===== src/rtl/stp_loader_if.sv =====
// Handshake and memory-port bundle for the store-polynomial loader.
// The driver side (instruction decoder, stream source, FIFOs) uses the master
// modport; the loader itself uses the slave modport.
interface stp_loader_if #(
  parameter int WORD_SIZE = 16,
  parameter int NUM_SLOTS = 8,
  parameter int MAX_DEG   = 10
);
  localparam int MAX_COEF = MAX_DEG + 1;
  localparam int AW       = $clog2(NUM_SLOTS * MAX_COEF);
  localparam int SW       = $clog2(NUM_SLOTS) + 1;
  localparam int DW       = $clog2(MAX_DEG + 1) + 1;

  logic                 start;
  logic [SW-1:0]        A;
  logic [DW-1:0]        N;
  logic [WORD_SIZE-1:0] din;
  logic                 din_valid;
  logic                 din_ready;
  logic                 s_wr_en;
  logic [AW-1:0]        s_wr_addr;
  logic [WORD_SIZE-1:0] s_wr_data;
  logic                 n_wr_en;
  logic [SW-2:0]        n_wr_addr;
  logic [DW-1:0]        n_wr_data;
  logic                 res_full;
  logic                 stat_full;
  logic                 res_wr_en;
  logic                 stat_wr_en;
  logic [31:0]          result;
  logic [31:0]          status;
  logic [NUM_SLOTS-1:0] slot_valid;
  logic                 busy;
  logic                 done;

  modport master (
    output start, A, N, din, din_valid, res_full, stat_full,
    input  din_ready, s_wr_en, s_wr_addr, s_wr_data, n_wr_en, n_wr_addr,
           n_wr_data, res_wr_en, stat_wr_en, result, status, slot_valid,
           busy, done
  );

  modport slave (
    input  start, A, N, din, din_valid, res_full, stat_full,
    output din_ready, s_wr_en, s_wr_addr, s_wr_data, n_wr_en, n_wr_addr,
           n_wr_data, res_wr_en, stat_wr_en, result, status, slot_valid,
           busy, done
  );
endinterface


===== src/rtl/stp_loader.sv =====
// Store-polynomial engine: validates slot/degree, streams N+1 coefficients
// into the S RAM slot, records the degree in the N RAM, tracks which slots
// hold a committed polynomial and reports result/status to the output FIFOs.
module stp_loader #(
  parameter int WORD_SIZE = 16,
  parameter int NUM_SLOTS = 8,
  parameter int MAX_DEG   = 10
) (
  input logic         clk,
  input logic         rst,
  stp_loader_if.slave bus
);
  localparam int MAX_COEF = MAX_DEG + 1;
  localparam int AW       = $clog2(NUM_SLOTS * MAX_COEF);
  localparam int SW       = $clog2(NUM_SLOTS) + 1;
  localparam int DW       = $clog2(MAX_DEG + 1) + 1;

  typedef enum logic [2:0] {IDLE, CHECK, LOAD, COMMIT, REPORT, DONE} state_t;

  state_t               r_state;
  state_t               w_next_state;

  logic [SW-1:0]        r_a;
  logic [DW-1:0]        r_n;
  logic [AW-1:0]        r_base;
  logic [DW-1:0]        r_cnt;
  logic                 r_s_wr_en;
  logic [AW-1:0]        r_s_wr_addr;
  logic [WORD_SIZE-1:0] r_s_wr_data;
  logic                 r_n_wr_en;
  logic [SW-2:0]        r_n_wr_addr;
  logic [DW-1:0]        r_n_wr_data;
  logic [31:0]          r_result;
  logic [31:0]          r_status;
  logic [NUM_SLOTS-1:0] r_slot_valid;
  logic                 r_done;

  logic                 w_accept;
  logic                 w_last;
  logic                 w_fire;
  logic                 w_bad_slot;
  logic                 w_bad_deg;

  // The slot check is evaluated before the degree check, so a bad slot wins.
  assign w_bad_slot = (r_a >= SW'(NUM_SLOTS));
  assign w_bad_deg  = (r_n > DW'(MAX_DEG));
  assign w_accept   = (r_state == LOAD) && bus.din_valid;
  assign w_last     = w_accept && (r_cnt == r_n);
  // Both FIFOs are written together or not at all.
  assign w_fire     = (r_state == REPORT) && !bus.res_full && !bus.stat_full;

  assign bus.din_ready  = (r_state == LOAD);
  assign bus.busy       = (r_state != IDLE);
  assign bus.res_wr_en  = w_fire;
  assign bus.stat_wr_en = w_fire;
  assign bus.s_wr_en    = r_s_wr_en;
  assign bus.s_wr_addr  = r_s_wr_addr;
  assign bus.s_wr_data  = r_s_wr_data;
  assign bus.n_wr_en    = r_n_wr_en;
  assign bus.n_wr_addr  = r_n_wr_addr;
  assign bus.n_wr_data  = r_n_wr_data;
  assign bus.result     = r_result;
  assign bus.status     = r_status;
  assign bus.slot_valid = r_slot_valid;
  assign bus.done       = r_done;

  // State register.
  always_ff @(posedge clk or negedge rst) begin
    if (!rst) r_state <= IDLE;
    else      r_state <= w_next_state;
  end

  // Next-state decode.
  always_comb begin
    w_next_state = r_state;
    case (r_state)
      IDLE:    if (bus.start) w_next_state = CHECK;
      CHECK:   w_next_state = (w_bad_slot || w_bad_deg) ? REPORT : LOAD;
      LOAD:    if (w_last) w_next_state = COMMIT;
      COMMIT:  w_next_state = REPORT;
      REPORT:  if (w_fire) w_next_state = DONE;
      DONE:    w_next_state = IDLE;
      default: w_next_state = IDLE;
    endcase
  end

  // Datapath: operand latch, address generation, RAM write ports and report data.
  always_ff @(posedge clk or negedge rst) begin
    if (!rst) begin
      r_a          <= '0;
      r_n          <= '0;
      r_base       <= '0;
      r_cnt        <= '0;
      r_s_wr_en    <= 1'b0;
      r_s_wr_addr  <= '0;
      r_s_wr_data  <= '0;
      r_n_wr_en    <= 1'b0;
      r_n_wr_addr  <= '0;
      r_n_wr_data  <= '0;
      r_result     <= 32'd0;
      r_status     <= 32'hFFFF_FFFF;
      r_slot_valid <= '0;
      r_done       <= 1'b0;
    end else begin
      r_s_wr_en <= 1'b0;
      r_n_wr_en <= 1'b0;
      r_done    <= w_fire;
      if (r_state == IDLE && bus.start) begin
        r_a <= bus.A;
        r_n <= bus.N;
      end
      if (r_state == CHECK) begin
        r_cnt  <= '0;
        r_base <= AW'(r_a) * AW'(MAX_COEF);
        if (w_bad_slot) begin
          r_status <= 32'd3;
          r_result <= 32'd0;
        end else if (w_bad_deg) begin
          r_status <= 32'd2;
          r_result <= 32'd0;
        end
      end
      if (w_accept) begin
        r_s_wr_en   <= 1'b1;
        r_s_wr_addr <= r_base + AW'(r_cnt);
        r_s_wr_data <= bus.din;
        r_cnt       <= r_cnt + DW'(1);
      end
      // Commit side effects land on the edge into COMMIT so they coincide
      // with the final coefficient write.
      if (w_last) begin
        r_n_wr_en                   <= 1'b1;
        r_n_wr_addr                 <= r_a[SW-2:0];
        r_n_wr_data                 <= r_n;
        r_slot_valid[r_a[SW-2:0]]   <= 1'b1;
        r_status                    <= 32'd0;
        r_result                    <= 32'(r_n) + 32'd1;
      end
    end
  end
endmodule

===== src/flat_wrapper.sv =====
// flat-port wrapper written by rule: the top's interface ports become plain ports
module stp_loader_flat 
#(
  parameter int WORD_SIZE = 16,
  parameter int NUM_SLOTS = 8,
  parameter int MAX_DEG   = 10
)
  (clk, rst, bus_start, bus_A, bus_N, bus_din, bus_din_valid, bus_res_full, bus_stat_full, bus_din_ready, bus_s_wr_en, bus_s_wr_addr, bus_s_wr_data, bus_n_wr_en, bus_n_wr_addr, bus_n_wr_data, bus_res_wr_en, bus_stat_wr_en, bus_result, bus_status, bus_slot_valid, bus_busy, bus_done);
  stp_loader_if #(.WORD_SIZE(WORD_SIZE), .NUM_SLOTS(NUM_SLOTS), .MAX_DEG(MAX_DEG)) bus_i ();
  input logic clk;
  input logic rst;
  input wire logic [$bits(bus_i.start)-1:0] bus_start;
  input wire logic [$bits(bus_i.A)-1:0] bus_A;
  input wire logic [$bits(bus_i.N)-1:0] bus_N;
  input wire logic [$bits(bus_i.din)-1:0] bus_din;
  input wire logic [$bits(bus_i.din_valid)-1:0] bus_din_valid;
  input wire logic [$bits(bus_i.res_full)-1:0] bus_res_full;
  input wire logic [$bits(bus_i.stat_full)-1:0] bus_stat_full;
  output wire logic [$bits(bus_i.din_ready)-1:0] bus_din_ready;
  output wire logic [$bits(bus_i.s_wr_en)-1:0] bus_s_wr_en;
  output wire logic [$bits(bus_i.s_wr_addr)-1:0] bus_s_wr_addr;
  output wire logic [$bits(bus_i.s_wr_data)-1:0] bus_s_wr_data;
  output wire logic [$bits(bus_i.n_wr_en)-1:0] bus_n_wr_en;
  output wire logic [$bits(bus_i.n_wr_addr)-1:0] bus_n_wr_addr;
  output wire logic [$bits(bus_i.n_wr_data)-1:0] bus_n_wr_data;
  output wire logic [$bits(bus_i.res_wr_en)-1:0] bus_res_wr_en;
  output wire logic [$bits(bus_i.stat_wr_en)-1:0] bus_stat_wr_en;
  output wire logic [$bits(bus_i.result)-1:0] bus_result;
  output wire logic [$bits(bus_i.status)-1:0] bus_status;
  output wire logic [$bits(bus_i.slot_valid)-1:0] bus_slot_valid;
  output wire logic [$bits(bus_i.busy)-1:0] bus_busy;
  output wire logic [$bits(bus_i.done)-1:0] bus_done;
  assign bus_i.start = bus_start;
  assign bus_i.A = bus_A;
  assign bus_i.N = bus_N;
  assign bus_i.din = bus_din;
  assign bus_i.din_valid = bus_din_valid;
  assign bus_i.res_full = bus_res_full;
  assign bus_i.stat_full = bus_stat_full;
  assign bus_din_ready = bus_i.din_ready;
  assign bus_s_wr_en = bus_i.s_wr_en;
  assign bus_s_wr_addr = bus_i.s_wr_addr;
  assign bus_s_wr_data = bus_i.s_wr_data;
  assign bus_n_wr_en = bus_i.n_wr_en;
  assign bus_n_wr_addr = bus_i.n_wr_addr;
  assign bus_n_wr_data = bus_i.n_wr_data;
  assign bus_res_wr_en = bus_i.res_wr_en;
  assign bus_stat_wr_en = bus_i.stat_wr_en;
  assign bus_result = bus_i.result;
  assign bus_status = bus_i.status;
  assign bus_slot_valid = bus_i.slot_valid;
  assign bus_busy = bus_i.busy;
  assign bus_done = bus_i.done;
  stp_loader #(.WORD_SIZE(WORD_SIZE), .NUM_SLOTS(NUM_SLOTS), .MAX_DEG(MAX_DEG)) u_core (.clk(clk), .rst(rst), .bus(bus_i));
endmodule

===== config.mk =====
export PLATFORM = sky130hd
export DESIGN_NAME = stp_loader_flat
export DESIGN_NICKNAME = d
export VERILOG_FILES = /design/src/rtl/stp_loader_if.sv /design/src/rtl/stp_loader.sv /design/src/flat_wrapper.sv
export SDC_FILE = /design/constraint.sdc
export NUM_CORES = 1
export LEC_CHECK = 0
export CELL_PAD_IN_SITES_DETAIL_PLACEMENT = 0
export CELL_PAD_IN_SITES_GLOBAL_PLACEMENT = 2
export CORE_MARGIN = 2
export CORE_UTILIZATION = 29
export DETAILED_ROUTE_END_ITERATION = 6
export GPL_ROUTABILITY_DRIVEN = 0
export PLACE_DENSITY_LB_ADDON = 0.25
export SYNTH_ARGS = -nofsm -noshare
export SYNTH_HDL_FRONTEND = slang
export SYNTH_SLANG_ARGS = --single-unit

===== constraint.sdc =====
create_clock -name clk -period 6.9 [get_ports clk]
set_clock_uncertainty 0.15 [all_clocks]
set_input_delay 1.38 -clock clk [delete_from_list [all_inputs] [get_ports clk]]
set_output_delay 1.38 -clock clk [all_outputs]
set_load 0.05 [all_outputs]

==> key figures <==
STA
  – Post-layout min period: 4.594 ns
  – Peak Freq: 217.7 MHz
  – Max-slew violations: 0
  – Setup TNS Final: 0 ns
  – Relative slew slack: 0.2493
  – RSZ-0062 raised after global routing: no
  – Fin worst setup slack: 2.306 ns
  – Worst-Margin Slew: 1.120 ns
  – Final Hold Viols: 0
  – Setup violations, final: 0
  – Final Cycle Share: 0.6658

Clock network
  – Clk root buf: clkbuf_16
  – CTS Buffer Depth: 2
  – Clk_lat worst skew: 0.33 ns
  – TritonCTS clock tree: built
  – Number of buffers added for setup after CTS: 0
  – H-tree levels: 3
  – Post-CTS sizing: 0
  – Clock-pin transition on the worst setup and hold timing paths: 0.05 ns
  – Clock sink total: 75
  – Number of hold buffers added after cts: 0
  – Inserted Clock Buffers: 9

Global route
  – Congestion Overflow GR: 0
  – Largest net degree at the start of global routing: 76
  – Vias in the first global route: 2,697
  – Initial antenna violation count: 0
  – First-pass GRT wire length: 13,920 um
  – Total GRT Usage: 0.1206

Critical path
  – Crit-path max cell delay: 0.86 ns
  – Crit path DAT: 3.06 ns
  – CP startpoint kind: input port
  – Crit. End Element: output port
  – Crit path kind: input port to output port
  – Worst Path Max Fanout: 3
  – Cell mode on critical path: clkdlybuf4s50_1
  – Flop-to-flop setup slack: 4.20 ns
  – Worst path cell trace: clkdlybuf4s50_1 > nor2_1 > nand2_1 > nor3_1 > clkdlybuf4s50_1
  – CP max stage cell: clkdlybuf4s50_1
  – Critical path required time: 5.37 ns
  – Crit path buffers/inverters: 2
  – CP top delay family: buffers and inverters

Route
  – 1st-pass router iterations: 4
  – Vias: 2,757
  – Drt wl/cell: 13.41 um
  – Initial DRC Count: 78
  – Final ANT Viol Nets: 0
  – Routed Wire Length: 8823 um
  – Residual DRC: 0
  – Routed vias/inst: 4.190

Yosys
  – Ys flop type: dfrtp_1
  – Synth unique cells: 39
  – Post-synth EDFFs: 0
  – Seq/Total Area, Yosys: 0.4666
  – Yosys reg bits: 75
  – Post-Syn Area: 0.004030 sq mm
  – Gate Count Post-Synth: 393
  – Syn avg cell area: 10.25 sq um
  – Ys Warns: 0
  – Ys async rst share: 1.000

Placed design
  – DP Wirelength: 6234 um
  – Port Buffer Count: 114
  – Setup WS pre-CTS: 2.276 ns

Pwr
  – Sequential power share: 0.323
  – P_sw: 956.7 uW
  – Maximum VDD drop: 0.1366 mV
  – Int Power: 1.271 mW
  – Power share of the clock group: 0.216
  – PD cells: 419.6 mW/mm^2
  – Leakage: 2.452 nW
  – Switching Fraction: 0.4295
  – Comb pwr share: 0.461

Cells and area
  – Area grow syn2layout: 31.73%
  – Antenna diodes: 0
  – Final nets: 529
  – Ratio of cells with drive above 1 in the final layout: 0.1046

Outcome
  – Outcome: complete, no violations

Min path
  – HP Class: register to register

Floorplan
  – Initial cell density of the core: 0.2938
  – Total die area: 0.01486 sq mm
  – Row cnt: 43
  – Die Width: 121.9 um
  – Die height: 121.9 um
  – Core area: 0.01372 sq mm
  – I/O pin total: 141

Flow run
  – MaxCap Viol Count: 0
[power groups by stage]
stage                     clock network (mW)  logic, mW  registers [mW]
after global routing                   0.516       1.12           0.743
after global placement                     0       1.03           0.727
after CTS                              0.502       1.04           0.723
after floorplan                            0      0.522           0.936
final                                  0.481       1.03           0.720
after detailed placement                   0       1.04           0.731
[layer usage]
| layer | vias to the layer above | part of all wire | GRT usage |
|---|---|---|---|
| li1 | 1379 | - | - |
| met1 | 1280 | 0.46 | 0.1570 |
| met2 | 85 | 0.46 | 0.1910 |
| met3 | 13 | 0.066 | 0.03839 |
| met4 | 0 | 0.015 | 0.03879 |
| met5 | - | 0 | 0 |
[placed cells by master, fill, tap and decap left out, types with 8 or more instances in the layout]
cell type	count
mux2_2	8
o21ai_0	21
nand2_1	93
conb_1	26
clkdlybuf4s50_1	113
nand3_1	9
ha_1	23
dfrtp_1	72
a31o_2	8
xnor2_1	9
clkbuf_16	9
[Yosys cell counts (2+ instances only)]
cell | number | area, sq um
nand2b_1 | 2 | 12.51
nor3b_1 | 6 | 45.04
o21ai_0 | 21 | 105.1
a211oi_1 | 5 | 37.54
dfstp_2 | 3 | 78.83
dfrtp_1 | 72 | 1802
nor2_1 | 7 | 26.28
nand3_1 | 9 | 45.04
xnor2_1 | 9 | 78.83
a21oi_1 | 7 | 35.03
mux2i_1 | 7 | 70.07
a21o_1 | 6 | 45.04
buf_4 | 56 | 420.4
buf_1 | 2 | 7.510
fa_1 | 2 | 40.04
inv_1 | 4 | 15.01
clkbuf_1 | 4 | 15.01
o21bai_1 | 3 | 22.52
nand3b_1 | 2 | 15.01
xor2_1 | 5 | 43.79
buf_6 | 2 | 22.52
nor3_1 | 3 | 15.01
buf_2 | 7 | 35.03
mux2_4 | 6 | 90.09
nand2_1 | 93 | 349.1
ha_1 | 23 | 287.8
mux2_2 | 8 | 90.09
a31o_2 | 8 | 70.07
[per-stage QoR]
step | power, mW | utilization | area (sq um) | instances | hold WS [ns]
global route | 2.378 | 0.3870 | 5309 | 658 | 0.3452
detailed placement | 1.766 | 0.3641 | 4995 | 642 | 0.3096
finish | 2.227 | 0.3870 | 5309 | 658 | 0.3188
floorplan | 1.458 | - | 4124 | 418 | 0.2998
CTS | 2.267 | 0.3870 | 5309 | 658 | 0.3250
global placement | 1.757 | 0.3641 | 4995 | 642 | 0.3065
[worst reg2reg max path: cells and delay by family, from the launching register on]
| kind | cells | cell delay, ns |
|---|---|---|
| flops | 1 | 0.46 |
| mux | 1 | 0.27 |
| simple gates | 2 | 1.74 |
[logic make-up after synthesis]
group           Yosys count  synth area share
other cells               1         0.0009305
compound gates           50           0.07824
flops                    75            0.4666
fa+ha+maj                25           0.08134
xor+xnor                 15           0.03446
buf+inv                  76            0.1288
mux                      21           0.06209
simple gates            130            0.1475
[worst paths after layout]
kind                                                     start  cells after the start                                  end
max                                               bus_res_full                      5                       bus_stat_wr_en
min                        u_core.bus.s_wr_addr[0]$_DFFE_PN0P_                      2  u_core.bus.s_wr_addr[0]$_DFFE_PN0P_
max reg2reg                      u_core.r_state[2]$_DFFE_PN0P_                      3     u_core.bus.result[3]$_DFFE_PN0P_
min reg2reg                u_core.bus.s_wr_addr[0]$_DFFE_PN0P_                      2  u_core.bus.s_wr_addr[0]$_DFFE_PN0P_
max in group asynchronous                                  rst                      1         u_core.bus.n_wr_en$_DFF_PN0_
min in group asynchronous                                  rst                      1  u_core.bus.s_wr_data[3]$_DFFE_PN0P_
[state kept, by name (all words and copies together), names as in the netlist]
signal	count
u_core.r_base	7
u_core.bus.n_wr_data	5
u_core.bus.status	3
u_core.bus.result	6
u_core.r_state	3
u_core.r_cnt	5
u_core.r_n	5
u_core.bus.n_wr_en	1
u_core.bus.slot_valid	8
u_core.bus.s_wr_en	1
u_core.bus.done	1
u_core.bus.s_wr_addr	7
u_core.bus.s_wr_data	16
u_core.bus.n_wr_addr	3
u_core.r_a	4
[layout make-up]
cell class                 instances  area, sq um
clock buffer                      12        266.5
clock inverter                     4        47.55
fill                            1383         8411
inverter                           5        18.77
multi-input combinational        267         1724
sequential                        75         1881
tap                              180        225.2
timing repair buffer             115         1146
Note: power is estimated with default switching activity, not from simulation.
